[config.mk]
export PLATFORM = sky130hd
export DESIGN_NAME = prog_ctr_flat
export DESIGN_NICKNAME = d
export VERILOG_FILES = /design/src/rtl/prog_ctr_if.sv /design/src/rtl/prog_ctr.sv /design/src/flat_wrapper.sv
export SDC_FILE = /design/constraint.sdc
export NUM_CORES = 1
export LEC_CHECK = 0
export ABC_CLOCK_PERIOD_IN_PS = 6130
export CAP_MARGIN = 20
export CORE_UTILIZATION = 45
export DETAILED_ROUTE_END_ITERATION = 10
export PLACE_DENSITY = 0.74
export SLEW_MARGIN = 20
export SYNTH_ARGS = -nofsm -noshare
export SYNTH_HDL_FRONTEND = slang
export SYNTH_SLANG_ARGS = --single-unit
[constraint.sdc]
create_clock -name Clk -period 6.13 [get_ports Clk]
set_input_delay 1.226 -clock Clk [delete_from_list [all_inputs] [get_ports Clk]]
set_output_delay 1.226 -clock Clk [all_outputs]
set_load 0.05 [all_outputs]
[src/rtl/prog_ctr_if.sv]
// Control/data bundle between decode (master) and the program counter (slave).
interface prog_ctr_if #(
  parameter int W        = 8,
  parameter int NUM_OFFS = 4
);
  localparam int SEL_W = $clog2(NUM_OFFS);

  logic             Start;
  logic             Halt;
  logic [1:0]       Op;
  logic [W-1:0]     ValIn;
  logic             Cond;
  logic [SEL_W-1:0] OffSel;
  logic             TblWe;
  logic [SEL_W-1:0] TblIdx;
  logic [W-1:0]     TblData;
  logic [W-1:0]     CtrValue;
  logic [W-1:0]     PeekValue;
  logic             Running;
  logic             Done;
  logic             Wrapped;

  modport master (
    output Start, Halt, Op, ValIn, Cond, OffSel, TblWe, TblIdx, TblData,
    input  CtrValue, PeekValue, Running, Done, Wrapped
  );

  modport slave (
    input  Start, Halt, Op, ValIn, Cond, OffSel, TblWe, TblIdx, TblData,
    output CtrValue, PeekValue, Running, Done, Wrapped
  );
endinterface

[src/rtl/prog_ctr.sv]
// W-bit program counter: increment / load / table-relative branch / hold,
// with a run-control FSM, sticky wrap flag and combinational branch-target peek.
//
// state    | meaning
// S_IDLE   | waiting for Start, counter holds, Op ignored
// S_RUN    | Op executes every cycle
// S_HALTED | counter frozen until Reset
module prog_ctr #(
  parameter int W        = 8,
  parameter int NUM_OFFS = 4,
  localparam int SEL_W   = $clog2(NUM_OFFS)
) (
  input logic       Clk,
  input logic       Reset,
  prog_ctr_if.slave bus
);

  typedef enum logic [1:0] {
    S_IDLE   = 2'd0,
    S_RUN    = 2'd1,
    S_HALTED = 2'd2
  } state_t;

  state_t           state_q, state_d;
  logic [W-1:0]     ctr_q, ctr_d;
  logic             wrap_q, wrap_d;
  logic [W-1:0]     tbl [NUM_OFFS];
  logic [SEL_W-1:0] off_sel;
  logic [W-1:0]     off;
  logic [W:0]       inc;
  logic [W-1:0]     br_sum;
  logic             br_wrap;

  assign off_sel = bus.OffSel;
  assign off     = tbl[off_sel];
  assign inc     = {1'b0, ctr_q} + {{W{1'b0}}, 1'b1};
  assign br_sum  = ctr_q + off;
  // negative offsets wrap on borrow (result above old), others on carry (result below old)
  assign br_wrap = off[W-1] ? (br_sum > ctr_q) : (br_sum < ctr_q);

  always_ff @(posedge Clk) begin
    if (Reset) begin
      state_q <= S_IDLE;
      ctr_q   <= '0;
      wrap_q  <= 1'b0;
    end else begin
      state_q <= state_d;
      ctr_q   <= ctr_d;
      wrap_q  <= wrap_d;
    end
  end

  always_comb begin
    state_d = state_q;
    ctr_d   = ctr_q;
    wrap_d  = wrap_q;
    case (state_q)
      S_IDLE: begin
        if (bus.Halt)       state_d = S_HALTED;
        else if (bus.Start) state_d = S_RUN;
      end
      S_RUN: begin
        if (bus.Halt) begin
          state_d = S_HALTED;
        end else begin
          case (bus.Op)
            2'b00: begin
              ctr_d  = inc[W-1:0];
              wrap_d = wrap_q | inc[W];
            end
            2'b01: ctr_d = bus.ValIn;
            2'b10: begin
              if (bus.Cond) begin
                ctr_d  = br_sum;
                wrap_d = wrap_q | br_wrap;
              end else begin
                ctr_d  = inc[W-1:0];
                wrap_d = wrap_q | inc[W];
              end
            end
            default: ctr_d = ctr_q;
          endcase
        end
      end
      S_HALTED: state_d = S_HALTED;
      default:  state_d = S_IDLE;
    endcase
  end

  // reads above see the pre-write entry, so same-cycle write/branch uses old data
  always_ff @(posedge Clk) begin
    if (Reset) begin
      for (int i = 0; i < NUM_OFFS; i++) tbl[i] <= '0;
    end else if (bus.TblWe) begin
      tbl[bus.TblIdx] <= bus.TblData;
    end
  end

  assign bus.CtrValue  = ctr_q;
  assign bus.PeekValue = ctr_q + off;
  assign bus.Running   = (state_q == S_RUN);
  assign bus.Done      = (state_q == S_HALTED);
  assign bus.Wrapped   = wrap_q;

endmodule
[src/flat_wrapper.sv]
// flat-port wrapper written by rule: the top's interface ports become plain ports
module prog_ctr_flat 
#(
  parameter int W        = 8,
  parameter int NUM_OFFS = 4,
  localparam int SEL_W   = $clog2(NUM_OFFS)
)
  (Clk, Reset, bus_Start, bus_Halt, bus_Op, bus_ValIn, bus_Cond, bus_OffSel, bus_TblWe, bus_TblIdx, bus_TblData, bus_CtrValue, bus_PeekValue, bus_Running, bus_Done, bus_Wrapped);
  prog_ctr_if #(.W(W), .NUM_OFFS(NUM_OFFS)) bus_i ();
  input logic Clk;
  input logic Reset;
  input wire logic [$bits(bus_i.Start)-1:0] bus_Start;
  input wire logic [$bits(bus_i.Halt)-1:0] bus_Halt;
  input wire logic [$bits(bus_i.Op)-1:0] bus_Op;
  input wire logic [$bits(bus_i.ValIn)-1:0] bus_ValIn;
  input wire logic [$bits(bus_i.Cond)-1:0] bus_Cond;
  input wire logic [$bits(bus_i.OffSel)-1:0] bus_OffSel;
  input wire logic [$bits(bus_i.TblWe)-1:0] bus_TblWe;
  input wire logic [$bits(bus_i.TblIdx)-1:0] bus_TblIdx;
  input wire logic [$bits(bus_i.TblData)-1:0] bus_TblData;
  output wire logic [$bits(bus_i.CtrValue)-1:0] bus_CtrValue;
  output wire logic [$bits(bus_i.PeekValue)-1:0] bus_PeekValue;
  output wire logic [$bits(bus_i.Running)-1:0] bus_Running;
  output wire logic [$bits(bus_i.Done)-1:0] bus_Done;
  output wire logic [$bits(bus_i.Wrapped)-1:0] bus_Wrapped;
  assign bus_i.Start = bus_Start;
  assign bus_i.Halt = bus_Halt;
  assign bus_i.Op = bus_Op;
  assign bus_i.ValIn = bus_ValIn;
  assign bus_i.Cond = bus_Cond;
  assign bus_i.OffSel = bus_OffSel;
  assign bus_i.TblWe = bus_TblWe;
  assign bus_i.TblIdx = bus_TblIdx;
  assign bus_i.TblData = bus_TblData;
  assign bus_CtrValue = bus_i.CtrValue;
  assign bus_PeekValue = bus_i.PeekValue;
  assign bus_Running = bus_i.Running;
  assign bus_Done = bus_i.Done;
  assign bus_Wrapped = bus_i.Wrapped;
  prog_ctr #(.W(W), .NUM_OFFS(NUM_OFFS)) u_core (.Clk(Clk), .Reset(Reset), .bus(bus_i));
endmodule
# Yosys cells after proc, flatten, opt, wreduce, memory -nomap -nowiden
# Memory sizes are Yosys's and may differ from the RTL's.
# Index checks and enable logic that the tools add are counted.
# op_classes
n_addsub	2
n_lt_le_gt_ge	2
n_eq_ne	6
muxes	17
bitwise	3
reduce_logical	8
# op_table
operator	count
$pmux 8 s3	1
$mux 8	2
$add 8x1->9 const B	1
$add 8x8->8	1
$gt 8x8->1	1
$lt 8x8->1	1
$mux 1	8
$mux 2	4
$reduce_or 8->1	1
$pmux 2 s3	1
$reduce_and 3->1	2
$eq 2x1->1 const B	2
$eq 2x2->1 const B	2
$logic_not 2->1	2
$ne 3x3->1 const B	1
$reduce_bool 3->1	1
$ne 2x2->1 const B	1
$or 1x1->1	2
$pmux 1 s2	1
$reduce_and 2->1	1
$reduce_bool 2->1	1
$not 1->1	1
# totals
regBits	11
ram_bits	32
output_inout_bits	19
wordCells	42
n_memories	1
# memory_table
name	words	word_bits	read_ports	rd_clocked_by_memory_dff	write_ports	line	rtl
u_core.tbl	4	8	1	0	4	prog_ctr.sv:27	logic [W-1:0] tbl [NUM_OFFS];

# Depth between registers and ports, before layout
# An unclocked memory read counts as a cell.
# logic_depth
depth_word	7
mapped_depth	15

# Worst setup path before layout
# Ideal clock, no wire load.
# synth_path
path_kind	input-to-output
start	in bus_OffSel[0]
end	out bus_PeekValue[6]
arrival_ns	3.608
required_time_ns	4.904
path_slack_ns	1.296
stages	9
path_buffers	1
cell_sequence	buf_6 -> mux4_2 -> ha_1 -> fa_1 -> a211oi_1 -> nor2_1 -> o21a_1 -> nor2_1 -> xnor2_1
# synth_between
elab_chain_cells	2
# synth_lines
element	line	rtl
start: declaration	flat_wrapper.sv:17	input wire logic [$bits(bus_i.OffSel)-1:0] bus_OffSel;
$mem_v2 4x8	n/a	
$add 8x8->8	prog_ctr.sv:100	assign bus.PeekValue = ctr_q + off;
end: declaration	flat_wrapper.sv:22	output wire logic [$bits(bus_i.PeekValue)-1:0] bus_PeekValue;
# No other way between the ends.

# Worst setup path after layout
# layout_path
start	in bus_OffSel[0]
end	out bus_PeekValue[7]
# Same word-level chain as after synthesis.

==> reports/metrics.csv <==
stage;metric;value;unit
outcome;status;finished clean;
cells_and_area;antenna_cells;0;
detailed_routing;routed_via_density;5.79;
power_and_ir_drop;irDropWorstVdd;120;µV
logic_synthesis;ys_types;57;
clock_network;cts.sinks;43;
worst_setup_path;worst_setup_path_start_kind;input port;
floorplanning;num_io_pins;47;
timing;rsz0062_at_grt;false;
placed_design;port_buffers;46;
placed_design;hpwl;4820;µm
cells_and_area;nNetsFinal;357;
logic_synthesis;syn_inst;257;
timing;slew_headroom;0.364;
timing;setup_tns;0;ns
detailed_routing;postRouteAntennaNets;0;
clock_network;cts_buffer_depth;2;
floorplanning;fp.dieH;81.4;µm
floorplanning;core_area;0.00599;mm²
detailed_routing;drc;0;
clock_network;clkLatencyLatePin;0.30;ns
clock_network;numCtsBuffers;5;
logic_synthesis;synth.avg_cell_area;11.0;µm²
clock_network;postCtsHoldBufs;0;
timing;worst_slew_pin_slew;0.952;ns
detailed_routing;wl;6440;µm
placed_design;gp_congestion;0.809;
power_and_ir_drop;p_per_area;219;mW/mm²
detailed_routing;drtIter0Drc;75;
worst_setup_path;reg2reg_to;u_core.bus.Wrapped$_SDFFE_PP0P_;
worst_setup_path;worstSetupPathType;in -> out;
cells_and_area;design_area;0.00348;mm²
global_route;overflow;0;
worst_setup_path;crit_end;bus_PeekValue[7];
power_and_ir_drop;power.leakage;1.29;nW
worst_setup_path;ff2ff_setup_slack;2.35;ns
clock_network;cts.htree.levels;2;
floorplanning;row_count;28;
timing;maxSlewViolCount;0;
worst_setup_path;critPathMaxFanout;7;
global_route;grt_pass1_vias;2194;
floorplanning;dieArea;0.00663;mm²
timing;finalCriticalPeriod;5.75;ns
timing;timing.final.crit_share;0.937;
worst_setup_path;max_stage_delay;0.80;ns
worst_setup_path;crit_chain;clkdlybuf4s50_1, mux4_1, ha_1, a21oi_1, o221ai_1, a21oi_1, xnor2_1, inv_1, clkdlybuf4s50_1;
global_route;antenna_found_initial;0;
clock_network;clk_pin_slew;0.09;ns
cells_and_area;area_growth;22.6;%
worst_setup_path;ff2ff_path_depth;14;
clock_network;ctsResizeCount;0;
global_route;grt_pass1_wl;10200;µm
detailed_routing;drt_first_pass_iters;4;
logic_synthesis;synth_async_sr_flop_share;0;
floorplanning;dieWidth;81.4;µm
logic_synthesis;synth_ff_type;edfxtp_1;
logic_synthesis;synth_seq_cells;43;
timing;setup_viol;0;
worst_setup_path;startpoint;bus_OffSel[0];
timing;finClkSkew;0.00823;ns
logic_synthesis;syn_nets;309;
logic_synthesis;syn_area;0.00284;mm²
clock_network;cts_setup_buffers;0;
worst_setup_path;crit_required;4.90;ns
detailed_routing;avgRoutedWirePerCell;16.9;µm
global_route;grt_usage;0.209;
timing;finalHoldViolCount;0;
worst_setup_path;crit_arrival;4.52;ns
logic_synthesis;yosysSeqAreaShare;0.416;
worst_hold_path;hold_class;reg -> reg;
timing;fmax;174;MHz
worst_setup_path;crit_path_end_kind;primary output;
flow_run;drv_cap;0;
worst_setup_path;r2r_start;u_core.tbl[3][0]$_DFFE_PP_;
floorplanning;initial_core_util;0.474;
placed_design;place_area;0.00337;mm²
clock_network;cts_tree;yes;
worst_setup_path;slowest_stage;clkdlybuf4s50_1;
cells_and_area;drive_gt1_frac;0.0915;
clock_network;ctsRootBufferMaster;clkbuf_8;
global_route;grt_max_degree;20;
logic_synthesis;synth_edf_count;32;
logic_synthesis;synth_warnings;0;
detailed_routing;vias;2207;
-- cells in the mapped netlist, types with 2 or more instances --
cell	instances	area share
a211oi_1	7	0.019
a21o_1	2	0.0053
a21oi_1	11	0.019
a221oi_1	4	0.012
a22o_2	2	0.0071
a22oi_1	2	0.0053
a31oi_1	2	0.0044
and2_1	33	0.073
buf_4	2	0.0053
buf_6	2	0.0079
dfxtp_1	11	0.078
edfxtp_1	32	0.34
ha_1	23	0.10
inv_1	16	0.021
mux4_1	3	0.028
mux4_2	5	0.040
nand2_1	12	0.016
nand2b_1	4	0.0088
nand3_1	5	0.0088
nand4_1	3	0.0066
nor2_1	11	0.015
nor2b_1	3	0.0066
nor3_1	3	0.0053
nor3b_1	3	0.0079
o21a_1	3	0.0079
o21ai_0	5	0.0088
o21bai_1	3	0.0079
o221ai_1	2	0.0062
o31ai_1	5	0.013
o32ai_1	2	0.0062
or2_2	3	0.0066
or4_1	2	0.0053
xnor2_1	5	0.015
xor2_1	3	0.0093
-- report_power, final --
part           total [mW]  switching, mW  internal [mW]
logic               0.197          0.113         0.0839
registers           0.338        0.00679          0.331
clock network       0.227          0.105          0.122
total               0.762          0.225          0.537
-- worst min path at each step --
stage / slack (ns) / start / cells past startpoint / end
final: 0.48 / u_core.bus.Wrapped$_SDFFE_PP0P_ / 2 / u_core.bus.Wrapped$_SDFFE_PP0P_
after detailed placement: 0.48 / u_core.bus.Wrapped$_SDFFE_PP0P_ / 2 / u_core.bus.Wrapped$_SDFFE_PP0P_
after floorplan: 0.50 / u_core.state_q[0]$_SDFFE_PP0P_ / 2 / u_core.state_q[0]$_SDFFE_PP0P_
after CTS: 0.49 / u_core.bus.Wrapped$_SDFFE_PP0P_ / 2 / u_core.bus.Wrapped$_SDFFE_PP0P_
after global placement: 0.46 / u_core.bus.Wrapped$_SDFFE_PP0P_ / 2 / u_core.bus.Wrapped$_SDFFE_PP0P_
after global routing: 0.51 / u_core.bus.Wrapped$_SDFFE_PP0P_ / 2 / u_core.bus.Wrapped$_SDFFE_PP0P_
-- critical path: cells and delay by family --
kind	cells	cell delay, ns
multiplexers	1	0.61
buffers and inverters	3	1.61
AO/OA/AOI/OAI	3	0.57
XOR/XNOR	1	0.12
adder cells (fa/ha/maj)	1	0.37
-- layout by cell type (no fill, tap or decap), types with 3 or more instances in the layout --
cell type        count
nand2_1             12
xor2_1               3
nor3b_1              3
xnor2_1              5
o21ai_0              5
nand4_1              3
mux4_2               5
mux4_1               3
ha_1                23
o21bai_1             3
or2_2                3
nor2_1              11
nand3_1              5
inv_1               16
a211oi_1             7
and2_1              33
a221oi_1             4
clkbuf_8             5
clkdlybuf4s50_1     44
edfxtp_1            32
a21oi_1             11
o21a_1               3
buf_4                4
dfxtp_1             11
nor2b_1              3
nor3_1               3
nand2b_1             4
o31ai_1              5
-- routing by layer --
| layer | part of all wire | global-route usage | up-vias |
|---|---|---|---|
| met2 | 0.51 | 0.369 | 76 |
| met4 | 0.014 | 0.0732 | 0 |
| met5 | 0 | 0 | - |
| li1 | - | - | 1068 |
| met3 | 0.054 | 0.0400 | 10 |
| met1 | 0.42 | 0.252 | 1053 |
-- final cells by class --
type / instances / area (µm²)
fillers: 532 / 2510
multi-input cells: 190 / 1540
flip-flops and latches: 43 / 1180
repair buffers: 49 / 490
well taps: 75 / 93.8
clock buffers: 5 / 68.8
inverters: 16 / 60.1
clock inverters: 3 / 42.5
-- cell families after synthesis --
kind of cell / share of synthesized area
fa+ha+maj: 0.108
mux: 0.0710
buf+inv: 0.0406
compound gates: 0.156
xor+xnor: 0.0304
simple gates: 0.177
flops: 0.416
-- stage by stage --
| stage | utilization | total power, mW | std cells | hold slack (ns) | worst slack, ns |
|---|---|---|---|---|---|
| finish | 0.581 | 0.762 | 381 | 0.485 | 0.384 |
| global route | 0.581 | 0.795 | 381 | 0.508 | 0.252 |
| CTS | 0.581 | 0.769 | 381 | 0.491 | 0.378 |
| detailed placement | 0.562 | 0.542 | 373 | 0.477 | 0.393 |
| global placement | 0.562 | 0.538 | 373 | 0.458 | 0.410 |
| floorplan | - | 0.475 | 257 | 0.495 | 1.30 |
-- registers in the layout, summed over array words and instances (netlist names) --
name,count
u_core.bus.CtrValue,8
u_core.bus.Wrapped,1
u_core.tbl,32
u_core.state_q,2
Power figures use the tool's default switching activity.
